[config.mk]
export PLATFORM = sky130hd
export DESIGN_NAME = foodfight_rom_busctl
export DESIGN_NICKNAME = d
export VERILOG_FILES = /design/src/rtl/foodfight_rom_busctl.sv
export SDC_FILE = /design/constraint.sdc
export NUM_CORES = 1
export LEC_CHECK = 0
export BUFFER_PORTS_ARGS = -buffer_cell sky130_fd_sc_hd__buf_2
export CAP_MARGIN = 30
export CORE_ASPECT_RATIO = 1.4
export CORE_UTILIZATION = 45
export CTS_CLUSTER_SIZE = 28
export DETAILED_ROUTE_END_ITERATION = 10
export PLACE_DENSITY = 0.8
export SLEW_MARGIN = 10
export SYNTH_ARGS = -nofsm -noshare
export SYNTH_HDL_FRONTEND = slang
export SYNTH_SLANG_ARGS = --single-unit
[constraint.sdc]
create_clock -name clk -period 2.95 [get_ports clk]
set_clock_uncertainty 0.15 [all_clocks]
set_input_delay 0.1475 -clock clk [delete_from_list [all_inputs] [get_ports clk]]
set_output_delay 0.1475 -clock clk [all_outputs]
set_load 0.03 [all_outputs]
[src/rtl/foodfight_rom_busctl.sv]
// rtl/foodfight_rom_busctl.sv - 68000 bus controller for the Food Fight program ROMs
//
// Decodes CPU cycles that fall in the 64 KB program-ROM window, presents a
// registered word address and one-hot chip enable to four synchronous
// 8K x 16 ROMs, waits out their read latency, captures the selected word
// onto cpu_d and acknowledges with cpu_dtack_n. Writes into the window are
// acknowledged without touching the ROMs and flagged on rom_wr_err.
//
// Parameters:
//   ROM_LAT   clock edges from a registered ROM address to valid ROM data (1..7)
//   BASE      value cpu_a[23:16] must carry for the ROM window
//
// Ports:
//   clk          system clock, rising edge
//   reset_n      asynchronous active-low reset
//   cpu_a        CPU word address A[23:1] (bit k of the vector is address line Ak)
//   cpu_as_n     address strobe, active low
//   cpu_rw       1 = read, 0 = write
//   cpu_uds_n    upper data strobe, active low
//   cpu_lds_n    lower data strobe, active low
//   cpu_d        read data to the CPU, holds the last captured word
//   cpu_dtack_n  data acknowledge, active low
//   rom_a        registered ROM word address
//   rom_ce       one-hot ROM chip enables
//   rom_oe       ROM output enable
//   rom_d        ROM data, ROM i on rom_d[16i+15:16i]
//   rom_wr_err   one-cycle pulse on a write into the ROM window

module foodfight_rom_busctl #(
    parameter int         ROM_LAT = 1,
    parameter logic [7:0] BASE    = 8'h00
) (
    input  logic        clk,
    input  logic        reset_n,
    input  logic [23:1] cpu_a,
    input  logic        cpu_as_n,
    input  logic        cpu_rw,
    input  logic        cpu_uds_n,
    input  logic        cpu_lds_n,
    output logic [15:0] cpu_d,
    output logic        cpu_dtack_n,
    output logic [12:0] rom_a,
    output logic [3:0]  rom_ce,
    output logic        rom_oe,
    input  logic [63:0] rom_d,
    output logic        rom_wr_err
);

    typedef enum logic [1:0] {
        IDLE = 2'd0,
        WAIT = 2'd1,
        CAPT = 2'd2,
        ACK  = 2'd3
    } state_t;

    // The WAIT state consumes ROM_LAT edges before CAPT samples rom_d.
    localparam logic [2:0] CNT_LOAD = 3'(ROM_LAT - 1);

    state_t      state, state_n;
    logic [2:0]  cnt, cnt_n;
    logic [1:0]  sel, sel_n;      // ROM chosen for the access in flight
    logic        wr, wr_n;        // access in flight is a rejected write
    logic [15:0] cpu_d_n;
    logic        cpu_dtack_n_n;
    logic [12:0] rom_a_n;
    logic [3:0]  rom_ce_n;
    logic        rom_oe_n;
    logic        rom_wr_err_n;
    logic        hit;

    assign hit = !cpu_as_n && (cpu_a[23:16] == BASE) && (!cpu_uds_n || !cpu_lds_n);

    always_ff @(posedge clk or negedge reset_n) begin
        if (!reset_n) begin
            state       <= IDLE;
            cnt         <= 3'd0;
            sel         <= 2'd0;
            wr          <= 1'b0;
            cpu_d       <= 16'h0000;
            cpu_dtack_n <= 1'b1;
            rom_a       <= 13'd0;
            rom_ce      <= 4'b0000;
            rom_oe      <= 1'b0;
            rom_wr_err  <= 1'b0;
        end else begin
            state       <= state_n;
            cnt         <= cnt_n;
            sel         <= sel_n;
            wr          <= wr_n;
            cpu_d       <= cpu_d_n;
            cpu_dtack_n <= cpu_dtack_n_n;
            rom_a       <= rom_a_n;
            rom_ce      <= rom_ce_n;
            rom_oe      <= rom_oe_n;
            rom_wr_err  <= rom_wr_err_n;
        end
    end

    always_comb begin
        state_n       = state;
        cnt_n         = cnt;
        sel_n         = sel;
        wr_n          = wr;
        cpu_d_n       = cpu_d;
        cpu_dtack_n_n = cpu_dtack_n;
        rom_a_n       = rom_a;
        rom_ce_n      = rom_ce;
        rom_oe_n      = rom_oe;
        rom_wr_err_n  = 1'b0;

        case (state)
            IDLE: begin
                if (hit) begin
                    sel_n = cpu_a[15:14];
                    if (cpu_rw) begin
                        wr_n     = 1'b0;
                        rom_a_n  = cpu_a[13:1];
                        rom_ce_n = 4'b0001 << cpu_a[15:14];
                        rom_oe_n = 1'b1;
                        cnt_n    = CNT_LOAD;
                        state_n  = WAIT;
                    end else begin
                        // Writes borrow CAPT as their one-cycle delay so the
                        // acknowledge lands one edge after the hit, with the
                        // ROMs never enabled.
                        wr_n    = 1'b1;
                        state_n = CAPT;
                    end
                end
            end

            WAIT: begin
                if (cpu_as_n) begin
                    rom_ce_n = 4'b0000;
                    rom_oe_n = 1'b0;
                    state_n  = IDLE;
                end else if (cnt == 3'd0) begin
                    state_n = CAPT;
                end else begin
                    cnt_n = cnt - 3'd1;
                end
            end

            CAPT: begin
                rom_ce_n = 4'b0000;
                rom_oe_n = 1'b0;
                if (cpu_as_n) begin
                    state_n = IDLE;
                end else begin
                    if (wr) begin
                        rom_wr_err_n = 1'b1;
                    end else begin
                        cpu_d_n = rom_d[{sel, 4'b0000} +: 16];
                    end
                    cpu_dtack_n_n = 1'b0;
                    state_n       = ACK;
                end
            end

            ACK: begin
                if (cpu_as_n) begin
                    cpu_dtack_n_n = 1'b1;
                    state_n       = IDLE;
                end
            end

            default: begin
                state_n = IDLE;
            end
        endcase
    end

endmodule

Yosys cells after proc, flatten, opt, wreduce, memory -nomap -nowiden
Index checks and enable logic that the tools add are counted.
{"block": "totals", "elab_cells": 72, "reg_bits": 44, "output_inout_bits": 36}
{"block": "classes", "bitwise_logic": 2, "reduce_logical": 19, "n_addsub": 1, "shifts": 2, "eq_ne": 11, "mux": 27}
{"operator": "64-bit by 7-bit variable part select with 16-bit output", "count": 1}
{"operator": "2-bit != test (second input constant)", "count": 7}
{"operator": "2-bit 2-to-1 mux", "count": 6}
{"operator": "3-bit 2-to-1 mux", "count": 4}
{"operator": "4-bit 2-to-1 mux", "count": 3}
{"operator": "4-bit one-hot mux with 3 select lines", "count": 1}
{"operator": "3-bit AND reduction", "count": 4}
{"operator": "1-bit 2-to-1 mux", "count": 9}
{"operator": "8-bit logical NOT", "count": 1}
{"operator": "2-bit one-hot mux with 4 select lines", "count": 1}
{"operator": "3-bit one-hot mux with 2 select lines", "count": 1}
{"operator": "5-bit AND reduction", "count": 1}
{"operator": "2-bit == test (second input constant)", "count": 2}
{"operator": "4-bit AND reduction", "count": 1}
{"operator": "2-bit nonzero test", "count": 2}
{"operator": "1-bit by 2-bit << shifter with 4-bit output (first input constant)", "count": 1}
{"operator": "1-bit logical NOT", "count": 3}
{"operator": "3-bit logical NOT", "count": 1}
{"operator": "3-bit != test (second input constant)", "count": 1}
{"operator": "1-bit one-hot mux with 3 select lines", "count": 1}
{"operator": "3-bit nonzero test", "count": 1}
{"operator": "3-bit by 1-bit subtractor with 3-bit output (second input constant)", "count": 1}
{"operator": "2-bit by 1-bit == test with 1-bit output (second input constant)", "count": 1}
{"operator": "1-bit logical AND", "count": 2}
{"operator": "5 further kinds", "count": 6}

Logic depth before layout (Yosys ltp)
{"block": "logic_depth", "ltp_word": 5, "depth_mapped": 8, "ltp_nobuf": 6}

Worst setup path before layout
OpenSTA, ideal clock, no wires.
{"block": "synth_timing", "path_type": "register to register", "start": "register state[0]", "end": "register rom_a[10]", "path_stages_with_launch": 8, "t_required_ns": 2.675, "path_buffers": 2, "arrival_time_ns": 2.013, "setup_ns": 0.125, "path_slack_ns": 0.663, "period_less_slack_ns": 2.287, "path_cell_list": "dfrtp_1 -> inv_1 -> ha_1 -> clkbuf_1 -> nand4bb_1 -> nor4_2 -> buf_4 -> mux2_2"}
{"block": "synth_between", "elab_chain_len": 2}
{"element": "start, declared", "line_no": "59", "text": "state_t state, state_n;"}
{"element": "start signal, assigned", "line_no": "86", "text": "state <= state_n;"}
{"element": "2-bit logical NOT", "line_no": "111", "text": "case (state)"}
{"element": "3-bit AND reduction (no line)"}
{"element": "end signal, assigned", "line_no": "92", "text": "rom_a <= rom_a_n;"}
{"element": "end, declared", "line_no": "42", "text": "output logic [12:0] rom_a,"}
Every way passes these cells.
A chain may end at the register's enable or synchronous reset.

Worst setup path in the final report
{"block": "layout_timing", "start": "register state[1]", "end": "register cnt[2]"}
{"block": "layout_between", "elab_chain_len": 3, "elab_cells_between_ends": 9}
{"element": "2-bit by 1-bit == test with 1-bit output or 2-bit logical NOT (tied branches)", "line_no": "111"}
{"element": "2-bit != test (no line) or 2-bit nonzero test (tied branches)"}
{"element": "5-bit AND reduction (no line)"}
{"element": "end signal, assigned", "line_no": "87", "text": "cnt <= cnt_n;"}
{"element": "end, declared", "line_no": "60", "text": "logic [2:0] cnt, cnt_n;"}
Parallel ways exist; a longest one is shown, timed or not.

==> flow_summary.json <==
{
  "syn_nets": 281,
  "layout_common_cells": "128 x buf_2, 43 x dfrtp_1, 32 x mux2_2",
  "max_slew_margin_pct": 52.9,
  "power_density_nw_per_um2": 511,
  "p_leak_nw": 1.80,
  "period_share_pct": 77.6,
  "grt_util_all_layers_pct": 21.3,
  "drc": 0,
  "setup-violations-final": 0,
  "required_ps": 3040,
  "clock_latency_ps": 290,
  "root_buffer": "clkbuf_8",
  "hold_viol_final": 0,
  "clock_sinks": 44,
  "netlist_instances": 181,
  "io_buffers": 128,
  "synth-main-ff-cell": "dfrtp_1",
  "row_count": 31,
  "path_clk_slew_ps": 90,
  "wl_mm": 5.84,
  "max_freq_mhz": 437,
  "min_period_ps": 2290,
  "die-area_um2": 5620,
  "hpwl_mm": 4.50,
  "rsz0062_at_grt": "no",
  "ys.warnings.count": 0,
  "status": "finished, final reports clean",
  "nets": 427,
  "finalSetupTns_ps": 0,
  "drt_iter0_drc": 65,
  "cp.arrival_ps": 2380,
  "grt_pass1_vias": 2058,
  "worst-path-max-fanout": 12,
  "drive_gt1_share_pct": 59.5,
  "numCtsBuffers": 5,
  "hold_path.class": "input pin to flop",
  "cts_max_level": 2,
  "cts_tree": "built",
  "grt_overflow": 0,
  "syn2layout_area_growth_pct": 41.1,
  "post_synth.cell_area_avg_um2": 13.2,
  "r2r_slack_ps": 660,
  "drv_cap": 0,
  "antenna_left": 0,
  "ys_ff_latch": 44,
  "coreArea_um2": 5160,
  "clock_path_buffers": 2,
  "wl_per_cell_um": 14.8,
  "crit_path_end_kind": "flop",
  "grt_pass1_wl_mm": 9.15,
  "final_common_cell": "buf_2",
  "ioPinCount": 129,
  "antenna-diode-count": 0,
  "tightest_slew_ps": 706,
  "antenna_found_initial": 0,
  "initial_utilization_pct": 46.4,
  "crit_type": "flop to flop",
  "ys_seq_area_share_pct": 46.1,
  "cp-start-kind": "flop",
  "synth_edf_count": 0,
  "slew_violations": 0,
  "synth_cell_types": 36,
  "dpl.cell_count": 370,
  "fin_cells": 394,
  "firstDrtPassIters": 4,
  "async_reset_ff_share_pct": 100,
  "grt_max_degree": 28,
  "gp_congestion": 0.903,
  "post-cts-setup-buffers": 0,
  "dieHeight_um": 88.3,
  "via_count": 2049,
  "viasPerCell": 5.20,
  "syn_area_um2": 2390,
  "irDropWorstVdd_v": 0.000413,
  "die_w_um": 63.6
}
[layout make-up]
cell class	instances	area [um2]
Clock buffer	5	68.8
Multi-Input combinational cell	120	1230
Timing Repair Buffer	148	843
Sequential cell	44	1100
Fill cell	415	1780
Inverter	8	30.0
Tap cell	66	82.6
Clock inverter	3	18.8
[final timing paths]
check	startpoint	end	cells past startpoint
min in group asynchronous	reset_n	rom_a[2]$_DFFE_PN0P_	2
worst max-delay path	state[1]$_DFFE_PN0P_	cnt[2]$_DFFE_PN0P_	6
max in group asynchronous	reset_n	cpu_dtack_n$_DFFE_PN1P_	3
worst min-delay path	cpu_rw	cnt[1]$_DFFE_PN0P_	3
worst max register to register	state[1]$_DFFE_PN0P_	cnt[2]$_DFFE_PN0P_	6
worst min register to register	cpu_d[7]$_DFFE_PN0P_	cpu_d[7]$_DFFE_PN0P_	1
[report_power, final]
part	switching (W)	internal, W
combinational	0.000355	0.000282
sequential	0.0000447	0.000671
clock	0.000206	0.000165
[cell usage after synthesis (2+ instances only)]
cell      count  area share (%)
mux2i_1       6             2.5
or4_4         2            0.94
a21oi_1       7             1.5
clkbuf_1      6            0.94
nand2_1      13             2.0
dfrtp_1      43              45
ha_1          7             3.7
nor3_1        3            0.63
inv_1         8             1.3
or3_1         3            0.78
o21ai_0       4            0.84
mux2_2       32              15
nand3_1       2            0.42
nand2b_1      4             1.0
nor2_1        5            0.78
mux4_2       16              15
[layer usage]
metal | routed length, um | part of all wire [%] | vias to the layer above | global-route usage (%)
li1 | - | - | 968 | -
met3 | 249 | 4.3 | 7 | 4.12
met2 | 3440 | 59 | 81 | 42.8
met1 | 2080 | 36 | 993 | 21.3
met4 | 65 | 1.1 | 0 | 7.85
met5 | 0 | 0 | - | 0
[metrics by stage]
| step | total power (W) | hold slack, ps | instance area, um2 | setup WS [ps] | util [%] |
|---|---|---|---|---|---|
| after floorplan | 0.00115 | -298 | 2390 | 663 | - |
| after CTS | 0.00175 | 21.7 | 3380 | 675 | 65.4 |
| after detailed placement | 0.00135 | -39.0 | 3130 | 681 | 60.6 |
| after global placement | 0.00133 | 214 | 3110 | 804 | 60.2 |
| final | 0.00172 | 27.6 | 3380 | 660 | 65.4 |
| after global routing | 0.00184 | 55.3 | 3380 | 569 | 65.4 |
[logic make-up after synthesis]
logic type               share of synthesized area [%]
AND/OR/NAND/NOR                                   10.0
buffers and inverters                             2.88
flip-flops                                        46.1
AO/OA/AOI/OAI                                     4.71
adder cells (fa/ha/maj)                           3.66
multiplexers                                      32.6
[worst max-delay path, cell delays in order (launching register included)]
cell and delay (ps):
dfrtp_1 410, inv_1 130, ha_1 400, nand2b_1 180
or4b_2 690, a21oi_1 160, or3_1 120
[sequential cells by signal (all words and copies together), names as in the netlist]
register and flops:
sel 2, rom_a 13, rom_wr_err 1, rom_ce 4, cnt 3, cpu_dtack_n 1
rom_oe 1, state 2, cpu_d 16, wr 1
[timing repair]
item                      4_1_cts  5_1_grt
gates resized for setup         0        0
hold endpoints to repair       53        0
hold buffers                   16        0
No activity file was read; power rests on OpenSTA's default activity.
